## config.mk

```make
export PLATFORM = sky130hd
export DESIGN_NAME = bpi_req_arbiter
export DESIGN_NICKNAME = d
export VERILOG_FILES = /design/src/rtl/bpi_req_arbiter.sv
export SDC_FILE = /design/constraint.sdc
export NUM_CORES = 1
export LEC_CHECK = 0
export BUFFER_PORTS_ARGS = -buffer_cell sky130_fd_sc_hd__buf_2
export CAP_MARGIN = 40
export CORE_MARGIN = 8
export CORE_UTILIZATION = 26
export DETAILED_ROUTE_END_ITERATION = 10
export PLACE_DENSITY = 0.55
export SETUP_SLACK_MARGIN = 0.4
export SYNTH_ARGS = -nofsm -noshare
export SYNTH_HDL_FRONTEND = slang
export SYNTH_SLANG_ARGS = --single-unit
```

## constraint.sdc

```tcl
create_clock -name CLK -period 3.3 [get_ports CLK]
set_clock_uncertainty 0.2 [all_clocks]
set_input_delay 0.33 -clock CLK [delete_from_list [all_inputs] [get_ports CLK]]
set_output_delay 0.33 -clock CLK [all_outputs]
set_load 0.005 [all_outputs]
```

## src/rtl/bpi_req_arbiter.sv

```systemverilog
// Fixed-priority owner arbiter for the BPI flash command port: auto-load beats user,
// with a post-release guard interval, an owner-only EXECUTE gate and a BUSY watchdog.
module bpi_req_arbiter #(
    parameter int unsigned GUARD   = 4,
    parameter logic [23:0] TMO_CYC = 24'd4000000
) (
    input  logic        CLK,
    input  logic        RST,
    input  logic        AL_ENA,
    input  logic [22:0] AL_ADDR,
    input  logic [15:0] AL_DATA,
    input  logic [1:0]  AL_OP,
    input  logic        AL_EXECUTE,
    output logic        AL_GNT,
    output logic        AL_BUSY,
    input  logic        USR_ENA,
    input  logic [22:0] USR_ADDR,
    input  logic [15:0] USR_DATA,
    input  logic [1:0]  USR_OP,
    input  logic        USR_EXECUTE,
    output logic        USR_GNT,
    output logic        USR_BUSY,
    input  logic        BPI_BUSY,
    output logic [22:0] BPI_ADDR,
    output logic [15:0] BPI_DATA,
    output logic [1:0]  BPI_OP,
    output logic        BPI_EXECUTE,
    output logic        TMO,
    output logic [7:0]  DROP_CNT
);
    localparam int unsigned AW = 23;
    localparam int unsigned DW = 16;
    localparam int unsigned OW = 2;
    localparam int unsigned GW = 4;
    localparam int unsigned WW = 24;
    localparam int unsigned CW = 8;

    typedef enum logic [1:0] {IDLE, GNT_AL, GNT_USR, HOLDOFF} state_t;

    state_t        state_q, state_d;
    logic [GW-1:0] guard_q, guard_d;
    logic [WW-1:0] wdog_q, wdog_d;
    logic          al_gnt_q, al_gnt_d;
    logic          usr_gnt_q, usr_gnt_d;
    logic [AW-1:0] addr_q, addr_d;
    logic [DW-1:0] data_q, data_d;
    logic [OW-1:0] op_q, op_d;
    logic          exec_q, exec_d;
    logic          tmo_q, tmo_d;
    logic [CW-1:0] drop_q, drop_d;

    logic          in_gnt;
    logic          wdog_exp;
    logic          al_ok, usr_ok, al_rej, usr_rej;
    logic [CW:0]   drop_sum;

    assign in_gnt   = (state_q == GNT_AL) || (state_q == GNT_USR);
    assign wdog_exp = in_gnt && BPI_BUSY && (wdog_q == TMO_CYC - 24'd1);

    // State and datapath registers
    always_ff @(posedge CLK) begin
        if (RST) begin
            state_q   <= IDLE;
            guard_q   <= '0;
            wdog_q    <= '0;
            al_gnt_q  <= 1'b0;
            usr_gnt_q <= 1'b0;
            addr_q    <= '0;
            data_q    <= '0;
            op_q      <= '0;
            exec_q    <= 1'b0;
            tmo_q     <= 1'b0;
            drop_q    <= '0;
        end else begin
            state_q   <= state_d;
            guard_q   <= guard_d;
            wdog_q    <= wdog_d;
            al_gnt_q  <= al_gnt_d;
            usr_gnt_q <= usr_gnt_d;
            addr_q    <= addr_d;
            data_q    <= data_d;
            op_q      <= op_d;
            exec_q    <= exec_d;
            tmo_q     <= tmo_d;
            drop_q    <= drop_d;
        end
    end

    // Next-state: owners release only once the BPI side is quiet, or on watchdog expiry
    always_comb begin
        state_d = state_q;
        case (state_q)
            IDLE: begin
                if (AL_ENA)       state_d = GNT_AL;
                else if (USR_ENA) state_d = GNT_USR;
            end
            GNT_AL: begin
                if (wdog_exp || (!AL_ENA && !BPI_BUSY && !exec_q)) state_d = HOLDOFF;
            end
            GNT_USR: begin
                if (wdog_exp || (!USR_ENA && !BPI_BUSY && !exec_q)) state_d = HOLDOFF;
            end
            HOLDOFF: begin
                if (guard_q == GW'(GUARD - 1)) state_d = IDLE;
            end
            default: state_d = IDLE;
        endcase
    end

    // Outputs: grant flags, muxed command, execute gate, counters
    always_comb begin
        guard_d  = '0;
        wdog_d   = '0;
        addr_d   = addr_q;
        data_d   = data_q;
        op_d     = op_q;
        tmo_d    = wdog_exp;
        al_gnt_d  = (state_d == GNT_AL);
        usr_gnt_d = (state_d == GNT_USR);

        if (state_q == HOLDOFF) guard_d = guard_q + GW'(1);
        if (in_gnt && BPI_BUSY && !wdog_exp) wdog_d = wdog_q + WW'(1);

        if (state_q == GNT_AL) begin
            addr_d = AL_ADDR;
            data_d = AL_DATA;
            op_d   = AL_OP;
        end else if (state_q == GNT_USR) begin
            addr_d = USR_ADDR;
            data_d = USR_DATA;
            op_d   = USR_OP;
        end

        al_ok    = AL_EXECUTE  && al_gnt_q  && !BPI_BUSY && !exec_q;
        usr_ok   = USR_EXECUTE && usr_gnt_q && !BPI_BUSY && !exec_q;
        al_rej   = AL_EXECUTE  && !al_ok;
        usr_rej  = USR_EXECUTE && !usr_ok;
        exec_d   = al_ok || usr_ok;
        drop_sum = {1'b0, drop_q} + (CW+1)'(al_rej) + (CW+1)'(usr_rej);
        drop_d   = drop_sum[CW] ? {CW{1'b1}} : drop_sum[CW-1:0];
    end

    assign AL_GNT      = al_gnt_q;
    assign USR_GNT     = usr_gnt_q;
    assign AL_BUSY     = !al_gnt_q  || BPI_BUSY || exec_q;
    assign USR_BUSY    = !usr_gnt_q || BPI_BUSY || exec_q;
    assign BPI_ADDR    = addr_q;
    assign BPI_DATA    = data_q;
    assign BPI_OP      = op_q;
    assign BPI_EXECUTE = exec_q;
    assign TMO         = tmo_q;
    assign DROP_CNT    = drop_q;

endmodule

```

### Yosys cells after proc, flatten, opt, wreduce, memory -nomap -nowiden

Cells that the tools add are included.
W data, S select, Z words.

| cells by class | value |
|---|---|
| $add $sub $neg | 4 |
| multiply operators | 0 |
| div/mod/pow operators | 0 |
| $lt $le $gt $ge | 0 |
| eq/ne operators | 7 |
| shift-type cells | 0 |
| multiplexer cells | 13 |
| bitwise logic cells | 2 |
| reductions and logical operators | 36 |

Operators with widths:

| operator | number |
|---|---|
| $mux W23 | 2 |
| $mux W16 | 2 |
| $add A24 B1 Y24 const B | 1 |
| $eq A24 B22 Y1 const B | 1 |
| $logic_and A1 B1 Y1 | 15 |
| $mux W2 | 7 |
| $add A8 B1 Y9 | 1 |
| $add A9 B1 Y9 | 1 |
| $logic_not A1 Y1 | 9 |
| $logic_or A1 B1 Y1 | 8 |
| $mux W8 | 1 |
| $pmux W2 S4 | 1 |
| $eq A2 B2 Y1 const B | 3 |
| $add A4 B1 Y4 const B | 1 |
| $eq A2 B1 Y1 const B | 2 |
| $eq A4 B2 Y1 const B | 1 |
| $reduce_or A2 Y1 | 2 |
| $logic_not A2 Y1 | 1 |
| $not A1 Y1 | 2 |
| $reduce_bool A2 Y1 | 1 |

| storage, ports and cells | value |
|---|---|
| flip-flop bits (word level) | 83 |
| bits in latches | 0 |
| memory bits (writable) | 0 |
| bits in read-only memories | 0 |
| output and inout port bits | 55 |
| memories | 0 |

### Longest topological paths before layout

| depth | value |
|---|---|
| depth after elaboration | 8 |
| gate-level depth with buffers | 8 |
| depth with buffers taken out | 8 |

### Worst setup path before layout

OpenSTA, ideal clock, no wires.

| timing path | value |
|---|---|
| kind | register to register |
| start point | register wdog_q[0] |
| end point | register wdog_q[22] |
| library setup time | 0.071 ns |
| arrival time | 1.841 ns |
| setup slack | 1.188 ns |
| cell stages (with the launch flop) | 7 |
| buffers on the path | 1 |
| clock period less this slack | 2.112 ns |
| cell sequence | dfxtp_1 > ha_1 > nand3_1 > or4_1 > clkbuf_1 > or3_1 > a21oi_1 |

| on the way | value |
|---|---|
| word-level cells in the longest chain between the ends | 6 |
| elaborated cells on any way between the ends | 7 |
| classes of those cells | 1 x add/sub; 1 x eq/ne; 1 x bitwise; 4 x reduce/logical |

RTL lines:

| what | line | text |
|---|---|---|
| start, declared | 42 | `logic [WW-1:0] wdog_q, wdog_d;` |
| start signal, assigned | 77 | `wdog_q <= wdog_d;` |
| parallel branches: the longest is 6 deep, another holds $add A24 B1 Y24 | -- |  |

Several ways; the timed one is not identified.
A chain may end at the register's enable or synchronous reset.

### Worst setup path in the final report

| timing path | value |
|---|---|
| start point | register wdog_q[0] |
| end point | register wdog_q[18] |

The elaborated chain is that of the path after synthesis.

==> results.sh <==
export IMPL_final_common_cell="buf_2"
export IMPL_period_share_pct=69.2
export IMPL_p_leak_nw=1.98
export IMPL_reg2reg_from="wdog_q[0]"
export IMPL_grt_pass1_vias=3403
export IMPL_viasPerCell=4.62
export IMPL_antenna_cells=0
export IMPL_die_area_mm2=0.0184
export IMPL_clk_path_buf_depth=2
export IMPL_chipHeight_um=136
export IMPL_grt_max_degree=83
export IMPL_p_seq_share_pct=36.9
export IMPL_pwr_share_clk_pct=23.5
export IMPL_area_growth_synth_to_final_pct=30.9
export IMPL_cts_resized=0
export IMPL_r2r_cells=5
export IMPL_ys_types=40
export IMPL_setup_viol=0
export IMPL_yosysWarnings=0
export IMPL_max_freq_mhz=438
export IMPL_critical_path_depth=5
export IMPL_p_comb_share_pct=39.5
export IMPL_power_density_mw_per_mm2=803
export IMPL_final_cell_area_mm2=0.00486
export IMPL_final_antenna_net_count=0
export IMPL_worstSetupEndpointType="flop"
export IMPL_path_class="flop to flop"
export IMPL_hold_path_class="input port to flop"
export IMPL_whs_ns=0.0221
export IMPL_ctsHtreeMaxLevel=3
export IMPL_synth_area_per_cell_um2=9.11
export IMPL_drive_gt1_share_pct=30.6
export IMPL_cts_buffers=9
export IMPL_path_clk_slew_ns=0.06
export IMPL_path_buf_inv=0
export IMPL_power_internal_mw=2.48
export IMPL_post_drt_wl_per_cell_um=13.6
export IMPL_vias=3352
export IMPL_fp_coreArea_mm2=0.0139
export IMPL_status="finished, final reports clean"
export IMPL_die_w_um=136
export IMPL_rr_endpoint="wdog_q[18]"
export IMPL_cp_arrival_ns=2.35
export IMPL_grt_total_usage_pct=10.6
export IMPL_grt_pass1_wl_um=15800
export IMPL_cp_required_ns=3.36
export IMPL_ys_seq_area_share_pct=44.7
export IMPL_max_stage_delay_ns=0.67
export IMPL_worstHoldStart="BPI_BUSY"
export IMPL_critPathTopFamily="simple AND/OR/NAND/NOR gates"
export IMPL_synthCells=408
export IMPL_place_congestion=0.795
export IMPL_syn_area_mm2=0.00372
export IMPL_clkSinkCount=83
export IMPL_layout_common_cells="143 x buf_2, 83 x dfxtp_1, 69 x nor2_1, 43 x a211oi_1, 41 x mux2i_1"
export IMPL_antenna_found_initial=0
export IMPL_cts_root_buffer="clkbuf_16"
export IMPL_period_needed_ns=2.28
export IMPL_initial_core_util_pct=26.7
export IMPL_critPathLaunchType="flop"
export IMPL_dpl_hpwl_um=7410
export IMPL_clk_latency_ns=0.34
export IMPL_peakVddDrop_mv=0.268
export IMPL_final_fill_count=1450
export IMPL_wirelength_um=9890
export IMPL_critPathMaxFanout=8
export IMPL_grt_setup_unrepaired="false"
export IMPL_ys_seq_elements=83
export IMPL_grt_overflow_total=0
export IMPL_regArea_mm2=0.00166
export IMPL_hold_viol=0
export IMPL_tightest_slew_ns=0.804
export IMPL_final_setup_tns_ns=0
export IMPL_rows=43
export IMPL_fin_util_pct=34.9
export IMPL_holdPathStages=2
export IMPL_cts_tree="done"
export IMPL_cts_setup_buffers=0
export IMPL_timing_final_max_slew_violations=0
export IMPL_fin_nets=638
export IMPL_dr_pass1_iters=4
export IMPL_ctsHoldBuffers=0
export IMPL_r2r_slack_ns=1.02
export IMPL_port_buffers=143
export IMPL_place_area_mm2=0.00459
export IMPL_multi_input_area_mm2=0.00193
export IMPL_drcViolationCount=0
export IMPL_drtIter0Drc=94
export IMPL_slew_headroom_pct=46.4
export IMPL_switching_power_mw=1.43
export IMPL_p_sw_share_pct=36.6
export IMPL_critPathSlowestCell="or4_1"
export IMPL_synth_nets=505
export IMPL_holdPathEnd="BPI_EXECUTE"
export IMPL_crit_chain="ha_1 -> nand3_1 -> or4_1 -> or3_1 -> a21oi_1"
export IMPL_io_pin_count=144
export IMPL_max_cap_violations=0
-- cell usage after synthesis, drive strengths merged --
cell      n  area share (%)
a211oi   43             8.7
a21boi    1            0.20
a21o      1            0.20
a21oi    16             2.2
a22oi     1            0.20
a2bb2oi   1            0.24
a31o      1            0.24
a31oi     2            0.34
and2      3            0.51
and3      4            0.67
and4      4            0.94
buf       8            0.84
clkbuf   16             1.6
dfxtp    83              45
fa        1            0.54
ha        7             2.4
inv      11             1.1
mux2i    41              11
nand2    14             1.4
nand2b    1            0.17
nand3    11             1.5
nand4     7             1.6
nor2     69             7.0
nor3      7            0.94
nor3b     2            0.40
nor4      6             1.0
nor4b     1            0.24
o2111a    1            0.30
o21ai    10             1.3
o2bb2ai   1            0.24
o311ai    1            0.24
o31ai     1            0.20
o32ai     1            0.24
or3       9             1.5
or4       3            0.61
xnor2    11             2.6
xor2      8             1.9
-- stage by stage --
stage	worst slack, ns	total power [mW]	std cells
CTS	1.00	4.00	726
floorplan	1.19	2.49	408
finish	1.02	3.91	726
global placement	1.04	3.02	710
global route	0.825	4.24	726
detailed placement	0.994	3.05	710
-- state kept, by name, summed over array words and instances, names as in the netlist, 2 cells and up --
register / cells
guard_q: 4
DROP_CNT: 8
state_q: 2
BPI_ADDR: 23
BPI_DATA: 16
BPI_OP: 2
wdog_q: 24
-- worst max path at each step --
stage          slack, ns       from     endpoint
2_1_floorplan       1.19  wdog_q[0]   wdog_q[22]
3_3_place_gp        1.04   BPI_BUSY  DROP_CNT[4]
3_5_place_dp        0.99   BPI_BUSY  DROP_CNT[4]
4_1_cts             1.00  wdog_q[0]   wdog_q[18]
5_1_grt             0.83  wdog_q[0]   wdog_q[18]
6_report            1.02  wdog_q[0]   wdog_q[18]
-- cells by family (layout without fill, tap and decap cells) --
| logic type | after synthesis | in the layout | share of synthesized area [%] |
|---|---|---|---|
| and+or+nand+nor | 141 | 141 | 18.5 |
| DFF | 83 | 83 | 44.7 |
| AOI/OAI and AO/OA | 81 | 81 | 14.8 |
| muxes | 41 | 41 | 11.0 |
| buffers and inverters | 35 | 173 | 3.57 |
| xor gates and xnor gates | 19 | 19 | 4.48 |
| adders and majority gates | 8 | 8 | 2.90 |
-- power groups by stage --
stage	logic (mW)	registers, mW	clock network (mW)
6_report	1.54	1.44	0.920
5_1_grt	1.76	1.48	0.997
4_1_cts	1.59	1.44	0.963
3_5_place_dp	1.59	1.46	0
3_3_place_gp	1.56	1.45	0
2_1_floorplan	1.01	1.48	0
-- layer usage --
metal,up-vias,GRT usage (%),wire [um]
li1,1741,-,-
met1,1498,11.8,4270
met2,97,17.4,4670
met3,16,3.45,712
met4,0,6.17,236
met5,-,0,0
-- area by class of cell --
type,instances,area share [%]
Multi-Input combinational cell,290,39.6
Sequential cell,83,34.2
Timing Repair Buffer,146,15.2
Clock buffer,9,4.63
Tap cell,180,4.63
Clock inverter,7,0.926
Inverter,11,0.849
Note: power is estimated with default switching activity, not from simulation.
